**src/rtl/token_window_buf_pkg.sv**
```systemverilog
// Shared constants and helpers for the token window buffer.
package token_window_pkg;

   localparam logic MODE_SLIDING = 1'b0;
   localparam logic MODE_BLOCK   = 1'b1;

   function automatic int clog2(input int value);
      int res;
      int rem;
      res = 0;
      rem = value - 1;
      while (rem > 0) begin
         res = res + 1;
         rem = rem >> 1;
      end
      return res;
   endfunction

endpackage

```
**src/rtl/token_window_buf_if.sv**
```systemverilog
// Token-in / window-out handshake bundle for token_window_buf.
interface token_window_buf_if #(
   parameter int DATA_W = 10,
   parameter int DEPTH  = 8
);
   import token_window_pkg::*;

   localparam int CNT_W = clog2(DEPTH + 1);

   logic                    in_valid;
   logic                    in_ready;
   logic [DATA_W-1:0]       in_data;
   logic                    out_valid;
   logic                    out_ready;
   logic [DEPTH*DATA_W-1:0] out_data;
   logic [CNT_W-1:0]        out_count;
   logic                    out_last;

   modport slave (
      input  in_valid, in_data, out_ready,
      output in_ready, out_valid, out_data, out_count, out_last
   );

   modport master (
      output in_valid, in_data, out_ready,
      input  in_ready, out_valid, out_data, out_count, out_last
   );

endinterface

```
**src/rtl/token_window_buf_shift_reg.sv**
```systemverilog
// Token shift register: newest token enters at the MSB slice; clear and shift
// may coincide, yielding a register holding only the new token.
module twb_shift_reg #(
   parameter int DATA_W = 10,
   parameter int DEPTH  = 8
) (
   input  logic                    clk,
   input  logic                    rst,
   input  logic                    clr_i,
   input  logic                    shift_i,
   input  logic [DATA_W-1:0]       data_i,
   output logic [DEPTH*DATA_W-1:0] sr_o
);

   localparam int SR_W = DEPTH * DATA_W;

   logic [SR_W-1:0] sr_q;
   logic [SR_W-1:0] sr_d;
   logic [SR_W-1:0] base;

   always_comb begin
      base = clr_i ? '0 : sr_q;
      sr_d = base;
      if (shift_i) begin
         sr_d = {data_i, base[SR_W-1:DATA_W]};
      end
   end

   always_ff @(posedge clk or negedge rst) begin
      if (!rst) begin
         sr_q <= '0;
      end else begin
         sr_q <= sr_d;
      end
   end

   assign sr_o = sr_q;

endmodule

```
**src/rtl/token_window_buf.sv**
```systemverilog
// Serial-to-parallel token window buffer (sliding or block windows, flush with zero pad).
// Optional TOKEN_WINDOW_BUF_STATS_EN adds win_total / flush_total counters.
module token_window_buf
   import token_window_pkg::*;
#(
   parameter int DATA_W = 10,
   parameter int DEPTH  = 8
) (
   input  logic               clk,
   input  logic               rst,
   input  logic               mode,
   input  logic               flush,
   token_window_buf_if.slave  bus
`ifdef TOKEN_WINDOW_BUF_STATS_EN
   ,
   output logic [15:0]        win_total,
   output logic [15:0]        flush_total
`endif
);

   localparam int CNT_W = clog2(DEPTH + 1);
   localparam int SR_W  = DEPTH * DATA_W;
   localparam logic [CNT_W-1:0] DEPTH_C  = CNT_W'(DEPTH);
   localparam logic [CNT_W-1:0] DEPTH_M1 = CNT_W'(DEPTH - 1);

   logic [CNT_W-1:0] cnt_q, cnt_d, cnt_base;
   logic [CNT_W-1:0] out_count_q, out_count_d;
   logic             mode_q, mode_d;
   logic             out_valid_q, out_valid_d;
   logic             out_last_q, out_last_d;
   logic             in_ready;
   logic             accept, hs, flush_eff, complete, sr_clr;
   logic [SR_W-1:0]  sr;

   assign in_ready  = !out_valid_q || bus.out_ready;
   assign accept    = bus.in_valid && in_ready;
   assign hs        = out_valid_q && bus.out_ready;
   assign flush_eff = flush && !out_valid_q;

   always_comb begin
      sr_clr   = 1'b0;
      cnt_base = cnt_q;
      // A consumed block or flushed window restarts from empty; sliding keeps its history.
      if (hs && (mode_q == MODE_BLOCK || out_last_q)) begin
         cnt_base = '0;
         sr_clr   = 1'b1;
      end

      complete = 1'b0;
      if (accept) begin
         if (mode_q == MODE_BLOCK) complete = (cnt_base == DEPTH_M1);
         else                      complete = (cnt_base >= DEPTH_M1);
      end

      cnt_d = cnt_base;
      if (accept && cnt_base != DEPTH_C) begin
         cnt_d = cnt_base + CNT_W'(1);
      end

      out_valid_d = out_valid_q && !hs;
      out_last_d  = out_last_q;
      out_count_d = out_count_q;
      if (hs) begin
         out_last_d  = 1'b0;
         out_count_d = '0;
      end

      if (complete) begin
         out_valid_d = 1'b1;
         out_count_d = DEPTH_C;
         out_last_d  = flush_eff;
      end else if (flush_eff) begin
         // A full sliding window was already emitted, so flushing just empties it.
         if (cnt_d == DEPTH_C) begin
            cnt_d  = '0;
            sr_clr = 1'b1;
         end else if (cnt_d != '0) begin
            out_valid_d = 1'b1;
            out_last_d  = 1'b1;
            out_count_d = cnt_d;
         end
      end

      mode_d = (cnt_q == '0 && !out_valid_q) ? mode : mode_q;
   end

   always_ff @(posedge clk or negedge rst) begin
      if (!rst) begin
         cnt_q       <= '0;
         mode_q      <= MODE_SLIDING;
         out_valid_q <= 1'b0;
         out_last_q  <= 1'b0;
         out_count_q <= '0;
      end else begin
         cnt_q       <= cnt_d;
         mode_q      <= mode_d;
         out_valid_q <= out_valid_d;
         out_last_q  <= out_last_d;
         out_count_q <= out_count_d;
      end
   end

   twb_shift_reg #(
      .DATA_W (DATA_W),
      .DEPTH  (DEPTH)
   ) u_sr (
      .clk     (clk),
      .rst     (rst),
      .clr_i   (sr_clr),
      .shift_i (accept),
      .data_i  (bus.in_data),
      .sr_o    (sr)
   );

   assign bus.in_ready  = in_ready;
   assign bus.out_valid = out_valid_q;
   assign bus.out_data  = sr;
   assign bus.out_count = out_count_q;
   assign bus.out_last  = out_last_q;

`ifdef TOKEN_WINDOW_BUF_STATS_EN
   logic [15:0] win_total_q, win_total_d;
   logic [15:0] flush_total_q, flush_total_d;

   always_comb begin
      win_total_d   = win_total_q;
      flush_total_d = flush_total_q;
      if (hs) begin
         win_total_d = win_total_q + 16'd1;
         if (out_last_q) flush_total_d = flush_total_q + 16'd1;
      end
   end

   always_ff @(posedge clk or negedge rst) begin
      if (!rst) begin
         win_total_q   <= '0;
         flush_total_q <= '0;
      end else begin
         win_total_q   <= win_total_d;
         flush_total_q <= flush_total_d;
      end
   end

   assign win_total   = win_total_q;
   assign flush_total = flush_total_q;
`endif

endmodule

```
**src/flat_wrapper.sv**
```systemverilog
// flat-port wrapper written by rule: the top's interface ports become plain ports
module token_window_buf_flat import token_window_pkg::*;
#(
   parameter int DATA_W = 10,
   parameter int DEPTH  = 8
)
  (clk, rst, mode, flush, bus_in_valid, bus_in_data, bus_out_ready, bus_in_ready, bus_out_valid, bus_out_data, bus_out_count, bus_out_last);
  token_window_buf_if #(.DATA_W(DATA_W), .DEPTH(DEPTH)) bus_i ();
  input  logic clk;
  input  logic rst;
  input  logic mode;
  input  logic flush;
  input wire logic [$bits(bus_i.in_valid)-1:0] bus_in_valid;
  input wire logic [$bits(bus_i.in_data)-1:0] bus_in_data;
  input wire logic [$bits(bus_i.out_ready)-1:0] bus_out_ready;
  output wire logic [$bits(bus_i.in_ready)-1:0] bus_in_ready;
  output wire logic [$bits(bus_i.out_valid)-1:0] bus_out_valid;
  output wire logic [$bits(bus_i.out_data)-1:0] bus_out_data;
  output wire logic [$bits(bus_i.out_count)-1:0] bus_out_count;
  output wire logic [$bits(bus_i.out_last)-1:0] bus_out_last;
  assign bus_i.in_valid = bus_in_valid;
  assign bus_i.in_data = bus_in_data;
  assign bus_i.out_ready = bus_out_ready;
  assign bus_in_ready = bus_i.in_ready;
  assign bus_out_valid = bus_i.out_valid;
  assign bus_out_data = bus_i.out_data;
  assign bus_out_count = bus_i.out_count;
  assign bus_out_last = bus_i.out_last;
  token_window_buf #(.DATA_W(DATA_W), .DEPTH(DEPTH)) u_core (.clk(clk), .rst(rst), .mode(mode), .flush(flush), .bus(bus_i));
endmodule
```
**config.mk**
```make
export PLATFORM = sky130hd
export DESIGN_NAME = token_window_buf_flat
export DESIGN_NICKNAME = d
export VERILOG_FILES = /design/src/rtl/token_window_buf_pkg.sv /design/src/rtl/token_window_buf_if.sv /design/src/rtl/token_window_buf_shift_reg.sv /design/src/rtl/token_window_buf.sv /design/src/flat_wrapper.sv
export SDC_FILE = /design/constraint.sdc
export NUM_CORES = 1
export LEC_CHECK = 0
export BUFFER_PORTS_ARGS = -buffer_cell sky130_fd_sc_hd__buf_4
export CAP_MARGIN = 20
export CORE_MARGIN = 2
export CORE_UTILIZATION = 55
export CTS_BUF_LIST = sky130_fd_sc_hd__clkbuf_2 sky130_fd_sc_hd__clkbuf_4 sky130_fd_sc_hd__clkbuf_8
export DETAILED_ROUTE_END_ITERATION = 8
export PLACE_DENSITY = 0.85
export REMOVE_ABC_BUFFERS = 1
export SYNTH_ARGS = -nofsm -noshare
export SYNTH_HDL_FRONTEND = slang
export SYNTH_SLANG_ARGS = --single-unit
```
**constraint.sdc**
```tcl
create_clock -name clk -period 3.1 [get_ports clk]
set_input_delay 0.31 -clock clk [delete_from_list [all_inputs] [get_ports clk]]
set_output_delay 0.31 -clock clk [all_outputs]
set_load 0.1 [all_outputs]
```
; After elaboration in Yosys (flattened, before gate mapping)
; Cells that the tools add are included.
[totals]
register_bits = 91
latchBits = 0
ramBits = 0
rom_bits = 0
output_inout_bits = 87
elab_cells = 53
n_memories = 0
[classes]
n_addsub = 1
n_mul = 0
div_mod_pow = 0
order_cmp = 1
eq_ne = 3
shifts = 0
muxes = 27
bitwise = 0
n_reduce_logical = 14
[op_table]
columns = operator, n
row1 = 80-bit two-way mux, 2
row2 = 4-bit two-way mux, 10
row3 = 1-bit two-way mux, 15
row4 = 1-bit logical AND, 7
row5 = 4-bit by 1-bit adder with 4-bit output (second input constant), 1
row6 = 4-bit by 3-bit == test with 1-bit output (second input constant), 1
row7 = 4-bit == test (second input constant), 1
row8 = 4-bit by 3-bit >= comparator with 1-bit output (second input constant), 1
row9 = 4-bit zero test, 1
row10 = 4-bit inequality test (second input constant), 1
row11 = 4-bit nonzero test, 1
row12 = 1-bit zero test, 2
row13 = 1-bit logical OR, 2
row14 = 2-bit nonzero test, 1

; Logic depth before layout (Yosys ltp)
[logic_depth]
word_depth = 12
mapped_depth = 7
mapped_depth_nobuf = 5

; Hierarchy
; A second synthesis with hierarchy kept.
[unflattened]
cells_unflattened = 327
hier_area_um2 = 4018.9
[modules_own_cells]
columns = module, instances, cells_each, area_each_um2
row1 = twb_shift_reg, 1, 252, 3270.6
row2 = token_window_buf, 1, 75, 748.2

; Worst setup path after synthesis
; No wires, ideal clock.
[synth_path]
path_type = reg2reg
startpoint = reg u_core.out_valid_q, in the netlist u_core.bus.out_valid
endpoint = reg u_core.u_sr.sr_q[10], in the netlist u_core.u_sr.sr_o[10]
setup_time_ns = 0.151
t_arrival_ns = 2.782
required_ns = 2.949
path_slack_ns = 0.167
path_stages_with_launch = 8
n_path_buf = 2
cell_sequence = dfrtp_1 -> nor2b_2 -> inv_1 -> nand2_1 -> buf_4 -> buf_2 -> mux2i_1 -> a211oi_2
[synth_rtl]
columns = element, line_no
row1 = start: declaration, token_window_buf.sv:29  ; logic out_valid_q, out_valid_d;
row2 = start signal: assignment, token_window_buf.sv:97  ; out_valid_q <= out_valid_d;
row3 = 1-bit zero test (*), token_window_buf.sv:35  ; assign in_ready = !out_valid_q || bus.out_ready;
row4 = 1-bit logical OR (*), token_window_buf.sv:35
row5 = named net bus_in_ready, flat_wrapper.sv:16  ; output wire logic [$bits(bus_i.in_ready)-1:0] bus_in_ready;
row6 = 1-bit logical AND (*), token_window_buf.sv:36  ; assign accept = bus.in_valid && in_ready;
row7 = 1-bit logical AND, token_window_buf.sv:56  ; if (accept && cnt_base != DEPTH_C) begin
row8 = 4-bit two-way mux, token_window_buf.sv:56
row9 = 4-bit == test, token_window_buf.sv:74  ; if (cnt_d == DEPTH_C) begin
row10 = 1-bit two-way mux, token_window_buf.sv:74
row11 = 1-bit two-way mux, token_window_buf.sv:72  ; end else if (flush_eff) begin
row12 = 1-bit two-way mux, token_window_buf.sv:68  ; if (complete) begin
row13 = 80-bit two-way mux, token_window_buf_shift_reg.sv:22  ; base = clr_i ? '0 : sr_q;
row14 = 80-bit two-way mux (*), token_window_buf_shift_reg.sv:24  ; if (shift_i) begin
row15 = named net u_core.u_sr.sr_d[10], token_window_buf_shift_reg.sv:18  ; logic [SR_W-1:0] sr_d;
row16 = end signal: assignment, token_window_buf_shift_reg.sv:33  ; sr_q <= sr_d;
row17 = end: declaration, token_window_buf_shift_reg.sv:17  ; logic [SR_W-1:0] sr_q;
; The timed path passes the listed nets; every way through them passes the cells marked *. The select of a mux whose other input is x is not followed.
; A chain may end at the register's enable or synchronous reset.

; Final worst setup path
[layout_path]
startpoint = reg u_core.out_valid_q, in the netlist u_core.bus.out_valid
endpoint = reg u_core.out_valid_q, in the netlist u_core.bus.out_valid
[layout_via]
elab_chain_cells = 11
[layout_lines]
columns = element, line_no
row1 = "parallel branches: the longest is 10 deep, another holds 4-bit by 1-bit adder with 4-bit output", -
row2 = 1-bit two-way mux (*), token_window_buf.sv:68
row3 = named net u_core.out_valid_d, token_window_buf.sv:29
; Mark *: on every way through the listed nets, which the timed path passes.

==> impl_table.tex <==
\begin{tabular}{lr}
\hline
Metric & Value \\
\hline
\multicolumn{2}{l}{\textbf{Status}} \\
Status & completed \\
\multicolumn{2}{l}{\textbf{STA}} \\
Unrepaired setup endpoints after global routing & no \\
Max-slew violations & 0 \\
Slew at the pin with the worst max-slew slack & 0.9953 ns \\
Shortest period the worst path allows & 2.371 ns \\
Worst slew margin & 33.65\% \\
Total setup violations reported at the end of the flow & 0 \\
Post-Route Hold Slack & 0.09099 ns \\
Worst Skew & 0.008056 ns \\
Fmax & 0.4217 GHz \\
Final clock period utilization by the worst path & 76.50\% \\
Final hold violation count & 0 \\
\multicolumn{2}{l}{\textbf{Finish}} \\
Number of diodes & 0 \\
Final net count & 443 \\
Ratio of cells with drive above 1 in the final layout & 46.76\% \\
Final std cells w/o fill & 537 \\
Fill cell total of the finished layout & 580 \\
Area growth, synth to finish & 22.42\% \\
\multicolumn{2}{l}{\textbf{Synthesis}} \\
Dominant register cell in the synthesized netlist & sky130\_fd\_sc\_hd\_\_dfrtp\_1 \\
Post-synthesis xor/xnor area fraction & 0.9194\% \\
Compound-Gate Fraction of Synth Area & 25.01\% \\
Cell types with the largest area share after synthesis & sky130\_fd\_sc\_hd\_\_dfrtp\_1 (49\%), sky130\_fd\_sc\_hd\_\_a211oi\_2 (19\%), sky130\_fd\_sc\_hd\_\_mux2i\_1 (15\%) \\
Synth Instances & 344 \\
Synth Area in Adders & 0\% \\
Post-Syn Area per Cell & 13.45 um2 \\
Area share of the largest cell type after synthesis & 49.22\% \\
Distinct cell type count after synthesis & 50 \\
Cell type contributing the most total cell area after synthesis & sky130\_fd\_sc\_hd\_\_dfrtp\_1 \\
Fraction of the mapped netlist area in simple logic gates & 3.867\% \\
Post-synth EDFFs & 0 \\
Share of the yosys chip area belonging to registers & 49.22\% \\
Warnings from Yosys & 0 \\
Post-synthesis instance area & 4627 um2 \\
FFs w/ async S/R, synth & 100.0\% \\
Share of synthesized area spent on multiplexers & 15.60\% \\
Number of flip-flops and latches in the synthesized netlist & 91 \\
Main combinational cell family by area after synthesis & compound AO/OA/AOI/OAI gates \\
\multicolumn{2}{l}{\textbf{Setup path}} \\
First element of the critical path & u\_core.bus.out\_valid\$\_DFF\_PN0\_ \\
CP endpoint kind & register \\
Launching element type of the critical path & register \\
Origin of the critical flop-to-flop path & u\_core.bus.out\_valid\$\_DFF\_PN0\_ \\
CP delay by family, top & simple AND/OR/NAND/NOR gates \\
Critical path data required time & 3.33 ns \\
Crit path cell chain & nor2b\_2 -> inv\_1 -> nand2\_4 -> buf\_12 -> nor2\_1 -> or3\_1 \\
Standard cell with the maximum stage delay on the critical path & sky130\_fd\_sc\_hd\_\_dfrtp\_1 \\
Largest driver fanout on the critical path & 74 \\
Maximum cell stage delay along the critical path & 0.54 ns \\
WP data arrival & 2.61 ns \\
Slack of the worst reg-to-reg path & 0.73 ns \\
Start-to-end type of the worst setup path & reg2reg \\
Buffer and inverter count on the worst path & 2 \\
\multicolumn{2}{l}{\textbf{Routing}} \\
Iteration-0 DRC Markers & 261 \\
Post-detailed-route wirelength per cell & 19.09 um \\
Number of nets with antenna violations after detailed routing & 0 \\
Detailed-route wire length & 10.25 mm \\
Avg Vias per Cell & 6.020 \\
Detailed-routing iteration count for the pre-antenna-repair pass & 4 \\
Via total after detailed routing & 3233 \\
Remaining design rule violation count & 0 \\
\multicolumn{2}{l}{\textbf{Floorplanning}} \\
Initial standard-cell utilization of the core & 56.60\% \\
Die width & 95.72 um \\
Total core area & 8175 um2 \\
I/O pins & 103 \\
Overall die area & 9162 um2 \\
Row cnt & 33 \\
DIE HEIGHT & 95.72 um \\
\multicolumn{2}{l}{\textbf{Global route}} \\
Overall track demand over capacity in global routing & 22.84\% \\
Initial antenna violation count & 0 \\
Global-route wire length before repair & 16.26 mm \\
GRT overflow & 0 \\
Vias in the first global route & 3115 \\
Largest net degree at the start of global routing & 79 \\
\multicolumn{2}{l}{\textbf{Placed design}} \\
Detailed Place HPWL & 6.320 mm \\
Number of input and output port buffers inserted & 102 \\
Cell count after placement & 520 \\
Final RePlAce weighted congestion & 0.9434 \\
\multicolumn{2}{l}{\textbf{Clocking}} \\
TritonCTS clock tree & done \\
CTS Root Cell & sky130\_fd\_sc\_hd\_\_clkbuf\_8 \\
CTS Hold Buffers Added & 0 \\
Post-CTS Setup Inserts & 0 \\
TritonCTS sink count & 91 \\
H-tree levels & 3 \\
Register clock-pin slew on the reported worst setup and hold paths & 0.09 ns \\
Clock latency reported for the late side of the worst-skew pair & 0.36 ns \\
Total clock buffers created by CTS & 9 \\
Resize count post-CTS & 0 \\
Number of buffers on the longest clock path & 2 \\
\multicolumn{2}{l}{\textbf{Job}} \\
Max Cap Violations & 0 \\
\multicolumn{2}{l}{\textbf{Min path}} \\
Class of the tightest hold or removal check & in2async \\
\hline
\end{tabular}
[path summary, 6_finish.rpt]
| check | endpoint | cells after the start |
|---|---|---|
| setup / recovery | u_core.bus.out_valid$_DFF_PN0_ | 6 |
| hold / removal | u_core.u_sr.sr_o[14]$_DFF_PN0_ | 1 |
| setup reg to reg | u_core.bus.out_valid$_DFF_PN0_ | 6 |
| hold reg to reg | u_core.u_sr.sr_o[77]$_DFF_PN0_ | 1 |
| max in group asynchronous | u_core.u_sr.sr_o[45]$_DFF_PN0_ | 2 |
| min in group clk | u_core.u_sr.sr_o[73]$_DFF_PN0_ | 2 |
[worst reg2reg max path, stage by stage (launching register included)]
cell,delay (ns)
sky130_fd_sc_hd__dfrtp_1,0.54
sky130_fd_sc_hd__nor2b_2,0.38
sky130_fd_sc_hd__inv_1,0.19
sky130_fd_sc_hd__nand2_4,0.13
sky130_fd_sc_hd__buf_12,0.42
sky130_fd_sc_hd__nor2_1,0.23
sky130_fd_sc_hd__or3_1,0.38
[final cells by class]
class / count / area (um2) / area share [%]
clock buffers: 10 / 131.4 / 2.319
clock inverters: 6 / 65.06 / 1.149
inverters: 4 / 15.01 / 0.2651
multi-input cells: 211 / 2136 / 37.71
flip-flops and latches: 91 / 2277 / 40.20
well taps: 105 / 131.4 / 2.319
repair buffers: 110 / 908.4 / 16.04
[sequential cells by signal (all words and copies together) (netlist names)]
name	flops
u_core.bus.out_count	4
u_core.bus.out_last	1
u_core.bus.out_valid	1
u_core.cnt_q	4
u_core.mode_q	1
u_core.u_sr.sr_o	80
[through the flow]
| stage | util (%) | worst slack (ns) | instance area [um2] | TNS (ns) |
|---|---|---|---|---|
| floorplan | - | -3.358 | 4393 | -257.15 |
| global placement | 66.54 | 0.8332 | 5440 | 0 |
| detailed placement | 66.54 | 0.7837 | 5440 | 0 |
| CTS | 68.95 | 0.7809 | 5637 | 0 |
| global route | 69.28 | 0.5733 | 5664 | 0 |
| finish | 69.28 | 0.7285 | 5664 | 0 |
[placed cells by master, fill, tap and decap left out, types with 3 or more instances in the layout]
master                     count
sky130_fd_sc_hd__inv_1         4
sky130_fd_sc_hd__buf_12        5
sky130_fd_sc_hd__nand2_1       5
sky130_fd_sc_hd__o21ai_0       4
sky130_fd_sc_hd__buf_4       104
sky130_fd_sc_hd__nor2_1        3
sky130_fd_sc_hd__a211oi_2     69
sky130_fd_sc_hd__clkbuf_8      9
sky130_fd_sc_hd__a22o_1       10
sky130_fd_sc_hd__nor3_1        5
sky130_fd_sc_hd__mux2i_1      71
sky130_fd_sc_hd__dfrtp_1      91
sky130_fd_sc_hd__o32ai_1       3
[per-layer routing]
metal | GRT usage (%) | share of wire [%] | up-vias
met5 | 0 | 0 | -
met4 | 6.190 | 1.1 | 0
met3 | 5.325 | 5.5 | 12
met2 | 33.86 | 47 | 91
met1 | 33.90 | 46 | 1649
li1 | - | - | 1481
[Yosys cell counts (2+ instances only)]
cell type / instances
sky130_fd_sc_hd__a211oi_1: 2
sky130_fd_sc_hd__a211oi_2: 69
sky130_fd_sc_hd__a22o_1: 10
sky130_fd_sc_hd__buf_2: 10
sky130_fd_sc_hd__buf_4: 3
sky130_fd_sc_hd__buf_6: 9
sky130_fd_sc_hd__clkbuf_1: 15
sky130_fd_sc_hd__dfrtp_1: 91
sky130_fd_sc_hd__inv_1: 4
sky130_fd_sc_hd__mux2i_1: 71
sky130_fd_sc_hd__nand2_1: 6
sky130_fd_sc_hd__nand2b_1: 2
sky130_fd_sc_hd__nand3_1: 2
sky130_fd_sc_hd__nor2_1: 3
sky130_fd_sc_hd__nor3_1: 5
sky130_fd_sc_hd__o21ai_0: 4
sky130_fd_sc_hd__o32ai_1: 3
sky130_fd_sc_hd__or3_1: 2
sky130_fd_sc_hd__xor2_1: 2
[logic make-up (layout without fill, tap and decap cells)]
| logic type | after synthesis | in the layout |
|---|---|---|
| flip-flops | 91 | 91 |
| AO/OA/AOI/OAI | 105 | 105 |
| XOR/XNOR | 4 | 4 |
| AND/OR/NAND/NOR | 30 | 30 |
| buffers and inverters | 42 | 130 |
| multiplexers | 72 | 72 |
Power is not shown: default switching activity piles up to over one toggle a cycle in this logic, so the estimate is an artifact.
